==> config.mk <==
export PLATFORM = sky130hd
export DESIGN_NAME = systolic_tile_sequencer
export DESIGN_NICKNAME = d
export VERILOG_FILES = /design/src/rtl/systolic_seq_pkg.sv /design/src/rtl/stream_req_issuer.sv /design/src/rtl/systolic_tile_sequencer.sv
export SDC_FILE = /design/constraint.sdc
export NUM_CORES = 1
export LEC_CHECK = 0
export BUFFER_PORTS_ARGS = -buffer_cell sky130_fd_sc_hd__buf_2
export CAP_MARGIN = 15
export CELL_PAD_IN_SITES_DETAIL_PLACEMENT = 1
export CELL_PAD_IN_SITES_GLOBAL_PLACEMENT = 2
export CORE_MARGIN = 2
export CORE_UTILIZATION = 33
export DETAILED_ROUTE_END_ITERATION = 7
export MAX_ROUTING_LAYER = met4
export PLACE_DENSITY = 0.95
export SYNTH_ARGS = -nofsm -noshare
export SYNTH_HDL_FRONTEND = slang
export SYNTH_SLANG_ARGS = --single-unit
==> constraint.sdc <==
create_clock -name clock -period 5.45 [get_ports clock]
set_clock_uncertainty 0.05 [all_clocks]
set_input_delay 0.2725 -clock clock [delete_from_list [all_inputs] [get_ports clock]]
set_output_delay 0.2725 -clock clock [all_outputs]
set_load 0.03 [all_outputs]
==> src/rtl/systolic_seq_pkg.sv <==
// Shared types and constants for the systolic tile sequencer: FSM states, command payload, tile sizing.
package systolic_seq_pkg;

   localparam int unsigned SEQ_DIM    = 8;
   localparam int unsigned SEQ_DATA_W = 16;
   localparam int unsigned SEQ_EB     = SEQ_DATA_W / 8;
   localparam int unsigned TILE_BYTES = SEQ_DIM * SEQ_DIM * SEQ_EB;
   localparam int unsigned ADDR_W     = 64;
   localparam int unsigned K_W        = 20;
   localparam int unsigned TCNT_W     = 8;
   localparam int unsigned LEN_W      = 34;

   typedef enum logic [2:0] {
      ST_IDLE,
      ST_ISSUE,
      ST_START,
      ST_RUN,
      ST_FLUSH,
      ST_RESP
   } seq_state_e;

   // act_addr and out_addr double as the running tile pointers once latched
   typedef struct packed {
      logic [ADDR_W-1:0] act_addr;
      logic [ADDR_W-1:0] wgt_addr;
      logic [ADDR_W-1:0] out_addr;
      logic [ADDR_W-1:0] act_stride;
      logic [ADDR_W-1:0] wgt_stride;
      logic [K_W-1:0]    k;
      logic [TCNT_W-1:0] m;
      logic [TCNT_W-1:0] n;
   } seq_cmd_t;

   function automatic int unsigned tile_bytes(input int unsigned dim, input int unsigned data_bits);
      return dim * dim * (data_bits / 8);
   endfunction

endpackage

==> src/rtl/stream_req_issuer.sv <==
// Holds one stream request valid until it fires, remembering the fire until cleared.
module stream_req_issuer (
   input  logic clk_i,
   input  logic rst_i,
   input  logic en_i,
   input  logic clear_i,
   input  logic ready_i,
   output logic valid_c_o,
   output logic issued_c_o
);

   logic issued_q;
   logic issued_d;
   logic fire_c;

   assign valid_c_o  = en_i && !issued_q;
   assign fire_c     = valid_c_o && ready_i;
   assign issued_c_o = issued_q || fire_c;

   always_comb begin
      issued_d = issued_q;
      if (clear_i) begin
         issued_d = 1'b0;
      end else if (fire_c) begin
         issued_d = 1'b1;
      end
   end

   always_ff @(posedge clk_i) begin
      if (rst_i) begin
         issued_q <= 1'b0;
      end else begin
         issued_q <= issued_d;
      end
   end

endmodule

==> src/rtl/systolic_tile_sequencer.sv <==
// Walks an M x N grid of output tiles row-major, issuing act/wgt/out stream requests and
// an array start per tile, then answers the command with a tile count and error flag.
module systolic_tile_sequencer
   import systolic_seq_pkg::*;
#(
   parameter int unsigned SYSTOLIC_ARRAY_DIM = SEQ_DIM,
   parameter int unsigned DATA_WIDTH_BITS    = SEQ_DATA_W,
   parameter int unsigned INNER_DIM_BITS     = K_W,
   parameter int unsigned TILE_CNT_BITS      = TCNT_W,
   parameter int unsigned ADDR_BITS          = ADDR_W,
   parameter int unsigned LEN_BITS           = LEN_W
) (
   input  logic                        clock,
   input  logic                        areset,
   input  logic                        cmd_valid,
   output logic                        cmd_ready,
   input  logic [ADDR_BITS-1:0]        cmd_act_addr,
   input  logic [ADDR_BITS-1:0]        cmd_wgt_addr,
   input  logic [ADDR_BITS-1:0]        cmd_out_addr,
   input  logic [ADDR_BITS-1:0]        cmd_act_stride,
   input  logic [ADDR_BITS-1:0]        cmd_wgt_stride,
   input  logic [INNER_DIM_BITS-1:0]   cmd_inner_dimension,
   input  logic [TILE_CNT_BITS-1:0]    cmd_m_tiles,
   input  logic [TILE_CNT_BITS-1:0]    cmd_n_tiles,
   output logic                        act_req_valid,
   input  logic                        act_req_ready,
   output logic [ADDR_BITS-1:0]        act_req_addr,
   output logic [LEN_BITS-1:0]         act_req_len,
   output logic                        wgt_req_valid,
   input  logic                        wgt_req_ready,
   output logic [ADDR_BITS-1:0]        wgt_req_addr,
   output logic [LEN_BITS-1:0]         wgt_req_len,
   output logic                        out_req_valid,
   input  logic                        out_req_ready,
   output logic [ADDR_BITS-1:0]        out_req_addr,
   output logic [LEN_BITS-1:0]         out_req_len,
   output logic                        sa_start_valid,
   input  logic                        sa_start_ready,
   output logic [INNER_DIM_BITS-1:0]   sa_inner_dimension,
   input  logic                        write_isFlushed,
   output logic                        resp_valid,
   input  logic                        resp_ready,
   output logic [2*TILE_CNT_BITS-1:0]  resp_tiles_done,
   output logic                        resp_error
);

   localparam int unsigned EB_L        = DATA_WIDTH_BITS / 8;
   localparam int unsigned TILE_B      = tile_bytes(SYSTOLIC_ARRAY_DIM, DATA_WIDTH_BITS);
   localparam int unsigned STREAM_UNIT = SYSTOLIC_ARRAY_DIM * EB_L;
   localparam int unsigned TD_W        = 2 * TILE_CNT_BITS;

   seq_state_e           state_q, state_d;
   seq_cmd_t             cmd_q, cmd_d;
   logic [ADDR_BITS-1:0] wgt_ptr_q, wgt_ptr_d;
   logic [TCNT_W-1:0]    i_q, i_d;
   logic [TCNT_W-1:0]    j_q, j_d;
   logic [TD_W-1:0]      tiles_q, tiles_d;
   logic [LEN_BITS-1:0]  len_q, len_d;
   logic                 err_q, err_d;
   logic                 run_armed_q, run_armed_d;

   logic issue_en_c;
   logic act_done_c, wgt_done_c, out_done_c;
   logic cmd_fire_c;
   logic last_col_c, last_row_c;

   assign issue_en_c = (state_q == ST_ISSUE);

   stream_req_issuer u_act_iss (
      .clk_i(clock), .rst_i(areset), .en_i(issue_en_c), .clear_i(!issue_en_c),
      .ready_i(act_req_ready), .valid_c_o(act_req_valid), .issued_c_o(act_done_c)
   );

   stream_req_issuer u_wgt_iss (
      .clk_i(clock), .rst_i(areset), .en_i(issue_en_c), .clear_i(!issue_en_c),
      .ready_i(wgt_req_ready), .valid_c_o(wgt_req_valid), .issued_c_o(wgt_done_c)
   );

   stream_req_issuer u_out_iss (
      .clk_i(clock), .rst_i(areset), .en_i(issue_en_c), .clear_i(!issue_en_c),
      .ready_i(out_req_ready), .valid_c_o(out_req_valid), .issued_c_o(out_done_c)
   );

   assign cmd_ready      = (state_q == ST_IDLE) && !areset;
   assign cmd_fire_c     = cmd_valid && cmd_ready;
   assign sa_start_valid = (state_q == ST_START);
   assign resp_valid     = (state_q == ST_RESP);

   assign act_req_addr       = ADDR_BITS'(cmd_q.act_addr);
   assign wgt_req_addr       = wgt_ptr_q;
   assign out_req_addr       = ADDR_BITS'(cmd_q.out_addr);
   assign act_req_len        = len_q;
   assign wgt_req_len        = len_q;
   assign out_req_len        = LEN_BITS'(TILE_B);
   assign sa_inner_dimension = INNER_DIM_BITS'(cmd_q.k);
   assign resp_tiles_done    = tiles_q;
   assign resp_error         = err_q;

   assign last_col_c = (j_q == cmd_q.n - TCNT_W'(1));
   assign last_row_c = (i_q == cmd_q.m - TCNT_W'(1));

   // Next-state and datapath updates
   always_comb begin
      state_d     = state_q;
      cmd_d       = cmd_q;
      wgt_ptr_d   = wgt_ptr_q;
      i_d         = i_q;
      j_d         = j_q;
      tiles_d     = tiles_q;
      len_d       = len_q;
      err_d       = err_q;
      run_armed_d = (state_q == ST_RUN);

      unique case (state_q)
         ST_IDLE: begin
            if (cmd_fire_c) begin
               cmd_d.act_addr   = ADDR_W'(cmd_act_addr);
               cmd_d.wgt_addr   = ADDR_W'(cmd_wgt_addr);
               cmd_d.out_addr   = ADDR_W'(cmd_out_addr);
               cmd_d.act_stride = ADDR_W'(cmd_act_stride);
               cmd_d.wgt_stride = ADDR_W'(cmd_wgt_stride);
               cmd_d.k          = K_W'(cmd_inner_dimension);
               cmd_d.m          = TCNT_W'(cmd_m_tiles);
               cmd_d.n          = TCNT_W'(cmd_n_tiles);
               wgt_ptr_d        = cmd_wgt_addr;
               i_d              = '0;
               j_d              = '0;
               tiles_d          = '0;
               len_d            = LEN_BITS'(cmd_inner_dimension) * LEN_BITS'(STREAM_UNIT);
               if ((cmd_inner_dimension == '0) || (cmd_m_tiles == '0) || (cmd_n_tiles == '0)) begin
                  err_d   = 1'b1;
                  state_d = ST_RESP;
               end else begin
                  err_d   = 1'b0;
                  state_d = ST_ISSUE;
               end
            end
         end
         ST_ISSUE: begin
            if (act_done_c && wgt_done_c && out_done_c) begin
               state_d = ST_START;
            end
         end
         ST_START: begin
            if (sa_start_ready) begin
               state_d = ST_RUN;
            end
         end
         ST_RUN: begin
            // The array's idle flag is stale in the first RUN cycle, so it is masked there
            if (run_armed_q && sa_start_ready) begin
               state_d = ST_FLUSH;
            end
         end
         ST_FLUSH: begin
            if (write_isFlushed) begin
               tiles_d = tiles_q + TD_W'(1);
               if (last_row_c && last_col_c) begin
                  state_d = ST_RESP;
               end else begin
                  state_d        = ST_ISSUE;
                  cmd_d.out_addr = cmd_q.out_addr + ADDR_W'(TILE_B);
                  if (last_col_c) begin
                     j_d            = '0;
                     i_d            = i_q + TCNT_W'(1);
                     cmd_d.act_addr = cmd_q.act_addr + cmd_q.act_stride;
                     wgt_ptr_d      = ADDR_BITS'(cmd_q.wgt_addr);
                  end else begin
                     j_d       = j_q + TCNT_W'(1);
                     wgt_ptr_d = wgt_ptr_q + ADDR_BITS'(cmd_q.wgt_stride);
                  end
               end
            end
         end
         ST_RESP: begin
            if (resp_ready) begin
               state_d = ST_IDLE;
            end
         end
         default: state_d = ST_IDLE;
      endcase
   end

   always_ff @(posedge clock) begin
      if (areset) begin
         state_q     <= ST_IDLE;
         cmd_q       <= '0;
         wgt_ptr_q   <= '0;
         i_q         <= '0;
         j_q         <= '0;
         tiles_q     <= '0;
         len_q       <= '0;
         err_q       <= 1'b0;
         run_armed_q <= 1'b0;
      end else begin
         state_q     <= state_d;
         cmd_q       <= cmd_d;
         wgt_ptr_q   <= wgt_ptr_d;
         i_q         <= i_d;
         j_q         <= j_d;
         tiles_q     <= tiles_d;
         len_q       <= len_d;
         err_q       <= err_d;
         run_armed_q <= run_armed_d;
      end
   end

endmodule
==> results.cfg, run 1 <==
[sta]
fmax_ghz = 0.237
rsz0062_at_grt = false
final_hold_viol_count = 0
fin_crit_ns = 4.22
worst_pin_slew_ns = 0.997
max_slew_margin_pct = 33.1
tns_ns = 0
fin_crit_sh_pct = 77.5
setup_violations = 0
drv_slew = 0

[route]
routedWlPerCell_um = 22.0
drcViolationCount = 0
ant_nets = 0
wl_um = 126000
dr.pass1.iters = 5
routed-via-count = 31368
drt_iter0_drc = 1880
avgViaCountPerCell = 5.45

[synth]
synth-edff-count = 0
synth_area_leader_cell = dfxtp_1
synthFlopType = dfxtp_1
synth_area_leaders = dfxtp_1, nand2_1, a21oi_1, buf_4, ha_1
yosysWarnings = 0
avgSynthCellArea_sq_um = 7.40
ys_seq_area_share_pct = 31.9
synthCells = 3899
yosys.cell_count.top_type = nand2_1
ys_types = 89
ys_ff_latch = 460
synthTopCellsByCount = nand2_1, a21oi_1, dfxtp_1
synth_area_sq_um = 28900
synth_top_area_share_pct = 31.9
async_flop_share_pct = 0

[floorplanning]
die_x_um = 300
start_util_pct = 33.3
rows = 108
dieArea_sq_um = 89900
core_sq_um = 86800
ios = 702
die_h_um = 300

[clocking]
post_cts_buffers = 0
cts_buffers = 56
clock-sinks = 460
cts_tree = done
clockRootBuffer = clkbuf_16
clk_pin_slew_worst_paths_ns = 0.06
cts_htree_levels = 2
clk_path_buf_depth = 3
clkLatencyLatePin_ns = 0.63

[power_and_ir_drop]
p_leak_nw = 15.7
power.density_nw_per_um2 = 317
ir_drop_v = 0.000268

[placed_design]
gp_congestion = 0.915
io_buffer_count = 639
dp_hpwl_um = 86500

[critical_path]
critPathKind = reg2reg
critPathTopFamily = compound AO/OA/AOI/OAI gates
worstSetupEndpointType = register
crit_fanout = 5
cp-start-kind = register
path_buf_inv = 1
r2r_end = act_req_addr[42]
cp.arrival_ns = 4.66
cp_slowest_stage_delay_ns = 0.66
cpMaxStageDelayCell = nor4_1
r2r_start = act_req_addr[0]
r2r_slack_ns = 1.23
worstPathRequired_ns = 5.89
r2r_cells = 14
path_cells = ha_1, fa_1, a211oi_1, o21a_1, o32ai_1, a211oi_1, nor4_1, nor4b_1, buf_4, or2_2, o21ai_1, a21o_1, xnor2_1, o21ai_1

[global_routing]
grt_overflow = 0
antenna_found_initial = 21
grt_pass1_vias = 32564
grt_pass1_wl_um = 192000
grt.total_usage_pct = 27.7
grt_max_degree = 162

[layout]
post-route-util_pct = 42.3
final_nets = 5038
num-fill-cells = 10766
multi_input_area_sq_um = 16900
regArea_sq_um = 9210
drive_gt1_share_pct = 17.6
area_growth_pct = 27.2

[hold_path]
min_to = out_req_addr[47]
hp-class = in2reg
min_from = cmd_out_addr[47]
min_path_cells = 5

[outcome]
status = complete, no violations

[flow_run]
cap_viol_max_count = 0
-- how the worst max path moves through the flow --
stage | from | end | slack, ns | cells past startpoint
5_1_grt | act_req_addr[0] | act_req_addr[42] | 1.02 | 14
4_1_cts | act_req_addr[0] | act_req_addr[42] | 1.25 | 14
2_1_floorplan | wgt_req_addr[0] | wgt_req_addr[40] | 1.90 | 13
3_3_place_gp | act_req_addr[0] | act_req_addr[42] | 1.35 | 14
3_5_place_dp | act_req_addr[0] | act_req_addr[42] | 1.28 | 14
6_report | act_req_addr[0] | act_req_addr[42] | 1.23 | 14
-- cells in the final DEF, fill, tap and decap left out, drive strengths merged, types with 15 or more instances in the layout --
cell	n
conb	62
a21oi	507
a21o	87
nor4	32
nand3	72
inv	40
dfxtp	460
diode	21
a211oi	23
and3	26
nand2	800
nand4	56
dlygate4sd3	353
clkbuf	74
clkinv	15
o31ai	22
nor3	96
nor2	260
o211ai	77
o21a	25
o21bai	29
a31oi	22
buf	671
xor2	71
xnor2	95
ha	132
o21ai	174
a221oi	41
a22oi	59
-- worst register-to-register path: stages (launching register included) --
cell	delay (ns)
dfxtp_1	0.39
ha_1	0.26
fa_1	0.28
a211oi_1	0.10
o21a_1	0.22
o32ai_1	0.60
a211oi_1	0.27
nor4_1	0.66
nor4b_1	0.14
buf_4	0.19
or2_2	0.31
o21ai_1	0.28
a21o_1	0.18
xnor2_1	0.12
o21ai_1	0.07
-- registers in the layout, summed over array words and instances, names as in the netlist, 8 cells and up --
| register | count |
|---|---|
| j_q | 8 |
| i_q | 8 |
| out_req_addr | 64 |
| cmd_q | 208 |
| resp_tiles_done | 16 |
| act_req_addr | 64 |
| wgt_req_addr | 64 |
| act_req_len | 20 |
-- per-layer routing --
metal	vias to the layer above	wire length [um]	track usage (%)
met5	-	0	-
met4	0	6130	12.9
met3	331	6570	3.96
met2	1033	59100	44.6
met1	15288	54700	34.1
li1	14716	-	-
-- cells by family after synthesis --
family                   count (synthesis)  synth area share (%)
flip-flops                             460                  31.9
multiplexers                            13                 0.455
adder cells (fa/ha/maj)                134                  5.86
buffers and inverters                  540                  10.6
AO/OA/AOI/OAI                         1153                  24.8
AND/OR/NAND/NOR                       1431                  21.4
other                                    2                0.0260
XOR/XNOR                               166                  5.04
-- area by class of cell --
cell class,count,share of cell area [%]
antenna,21,0.143
clock buffer,74,4.25
clock inverter,28,1.02
inverter,38,0.388
multi-input combinational,2959,46.0
sequential,460,25.1
tap,1155,3.94
timing repair buffer,1024,19.2
-- stage by stage --
stage	hold slack [ns]	cells	worst slack (ns)	power, mW	cell area (sq um)
2_1_floorplan	0.358	3959	1.90	6.50	29100
3_3_place_gp	0.392	5283	1.35	7.33	31200
3_5_place_dp	0.396	5283	1.28	7.40	31200
4_1_cts	0.000494	5738	1.25	11.7	36700
5_1_grt	0.0260	5758	1.02	12.2	36700
6_report	0.0439	5759	1.23	11.6	36700
-- what timing repair did --
action	in CTS	in global routing
hold endpoints to repair	397	0
hold buffers	353	0
gates resized for setup	0	0
-- power by group --
group	leakage, nW	switching [mW]	internal (mW)
registers	3.76	0.345	3.72
clock network	0.950	1.62	2.39
logic	11.0	2.37	1.20
(Power assumes the default switching activity.)
==> run 2: changes to the inputs <==
Settings changed: CORE_UTILIZATION 33 to 27, PLACE_DENSITY 0.95 to 0.86.
Clock period 5.45 ns to 3.5 ns, I/O delays scaled along.
==> run 2 against run 1 <==
Clock power increased by 61%. Maximum frequency grew 21%. Setup slack worse by 1.2 ns. Clock-buffer cell count decreased by 1. Combinational power rose by 73%. Utilization decreased by 5.0 points. First-iteration DRC count down 0.64%. Non-clock buffer count grew 227. Sequential share of layout area is 1.7 points lower. Sequential power grew 54%. Cell count up 8.3%.
==> results.cfg, run 2 (synthesis results as in run 1) <==
[outcome]
status = complete, no violations

[global_routing]
grt_pass1_vias = 32671
grt_pass1_wl_um = 195000
grt_overflow = 0
grt.total_usage_pct = 23.5
grt_max_degree = 170
antenna_found_initial = 36

[route]
drt_iter0_drc = 1868
avgViaCountPerCell = 5.15
routed-via-count = 32116
drcViolationCount = 0
routedWlPerCell_um = 21.3
wl_um = 133000
dr.pass1.iters = 5
ant_nets = 0

[floorplanning]
rows = 119
die_h_um = 331
ios = 702
dieArea_sq_um = 110000
die_x_um = 331
start_util_pct = 27.3
core_sq_um = 106000

[sta]
setup_violations = 0
fin_crit_sh_pct = 99.4
worst_pin_slew_ns = 1.06
fin_crit_ns = 3.48
final_hold_viol_count = 0
drv_slew = 0
fmax_ghz = 0.287
rsz0062_at_grt = true
max_slew_margin_pct = 29.2
hold_slack_ns = 0.148

[critical_path]
cp-start-kind = register
worstSetupEndpointType = register
worstPathRequired_ns = 4.00
crit_fanout = 3
cp.arrival_ns = 3.98
critPathKind = reg2reg

[clocking]
clock-sinks = 460
cts_tree = done
clk_pin_slew_worst_paths_ns = 0.06
clk_path_buf_depth = 3
clockRootBuffer = clkbuf_16
cts_htree_levels = 2
clkLatencyLatePin_ns = 0.68
cts_buffers = 58

[layout]
largest_reg_flops = 208
final_cell_mix = nand2_1, buf_2, a21oi_1
largest_register = cmd_q
area_growth_pct = 36.6
regArea_sq_um = 9210
mostFrequentLayoutCell = nand2_1
fin_area_sq_um = 39400
multi_input_area_sq_um = 17300
drive_gt1_share_pct = 22.5
num-fill-cells = 13017
final_nets = 5267

[placed_design]
placed_area_sq_um = 33100
gp_congestion = 0.900
dp_hpwl_um = 94600
io_buffer_count = 639

[flow_run]
cap_viol_max_count = 0

[power_and_ir_drop]
p_leak_nw = 17.0
ir_drop_v = 0.000421
power.density_nw_per_um2 = 479

[hold_path]
hp-class = in2reg
run 2: final timing paths:
path	startpoint	endpoint	slack [ns]	cells after the start
max reg2reg	wgt_req_addr[0]	wgt_req_addr[58]	0.02	13
max	wgt_req_addr[0]	wgt_req_addr[58]	0.02	13
min	sa_start_ready	state_q[1]	0.15	6
min reg2reg	cmd_q[241]	cmd_q[241]	0.41	2
run 2: cell type report:
type | count | area share [%]
multi-input cells | 2959 | 43.8
clock buffers | 73 | 4.05
flip-flops and latches | 460 | 23.4
diodes | 31 | 0.197
well taps | 1391 | 4.41
clock inverters | 34 | 1.09
inverters | 38 | 0.362
repair buffers | 1251 | 22.7
run 2: per-layer routing:
layer / global-route usage [%] / vias to the layer above / routed length, um
met4: 9.96 / 0 / 5700
li1: - / 15181 / -
met1: 29.5 / 15730 / 58300
met2: 38.1 / 934 / 62700
met5: - / - / 0
met3: 3.02 / 271 / 6090
run 2: through the flow:
step | setup TNS [ns] | utilization (%) | total power, mW | std cells | worst slack [ns]
3_5_place_dp | -1.94 | 31.3 | 12.0 | 5713 | -0.157
6_report | 0 | 37.3 | 18.9 | 6237 | 0.0205
2_1_floorplan | -0.0158 | - | 10.1 | 3959 | -0.0158
4_1_cts | 0 | 36.8 | 18.9 | 6191 | 0.000169
3_3_place_gp | -0.551 | 31.3 | 11.9 | 5713 | -0.108
5_1_grt | -0.567 | 37.3 | 19.8 | 6234 | -0.133
run 2: power by group:
group	total (mW)	leakage, nW	switching (mW)	internal, mW
logic	6.16	12.2	3.92	2.24
clock network	6.46	1.00	2.69	3.77
registers	6.26	3.76	0.473	5.79
run 2: repair_timing:
action | CTS | global route
hold buffers | 369 | 0
gates cloned | 0 | 1
pin swaps | 7 | 32
setup endpoints to repair | 26 | 89
gates resized for setup | 19 | 65
buffers inserted | 2 | 14
hold endpoints to repair | 427 | 0
run 2: critical path, cell delays in order (launching register included):
cell and delay, ns:
dfxtp_2 0.34, ha_4 0.17, fa_2 0.34, a211o_1 0.30
o211ai_1 0.14, a22oi_2 0.12, o221ai_2 0.34, a211oi_2 0.12
a211o_1 0.35, a21bo_2 0.28, a21oi_4 0.18, o31a_1 0.27
xnor2_2 0.10, a221o_1 0.29
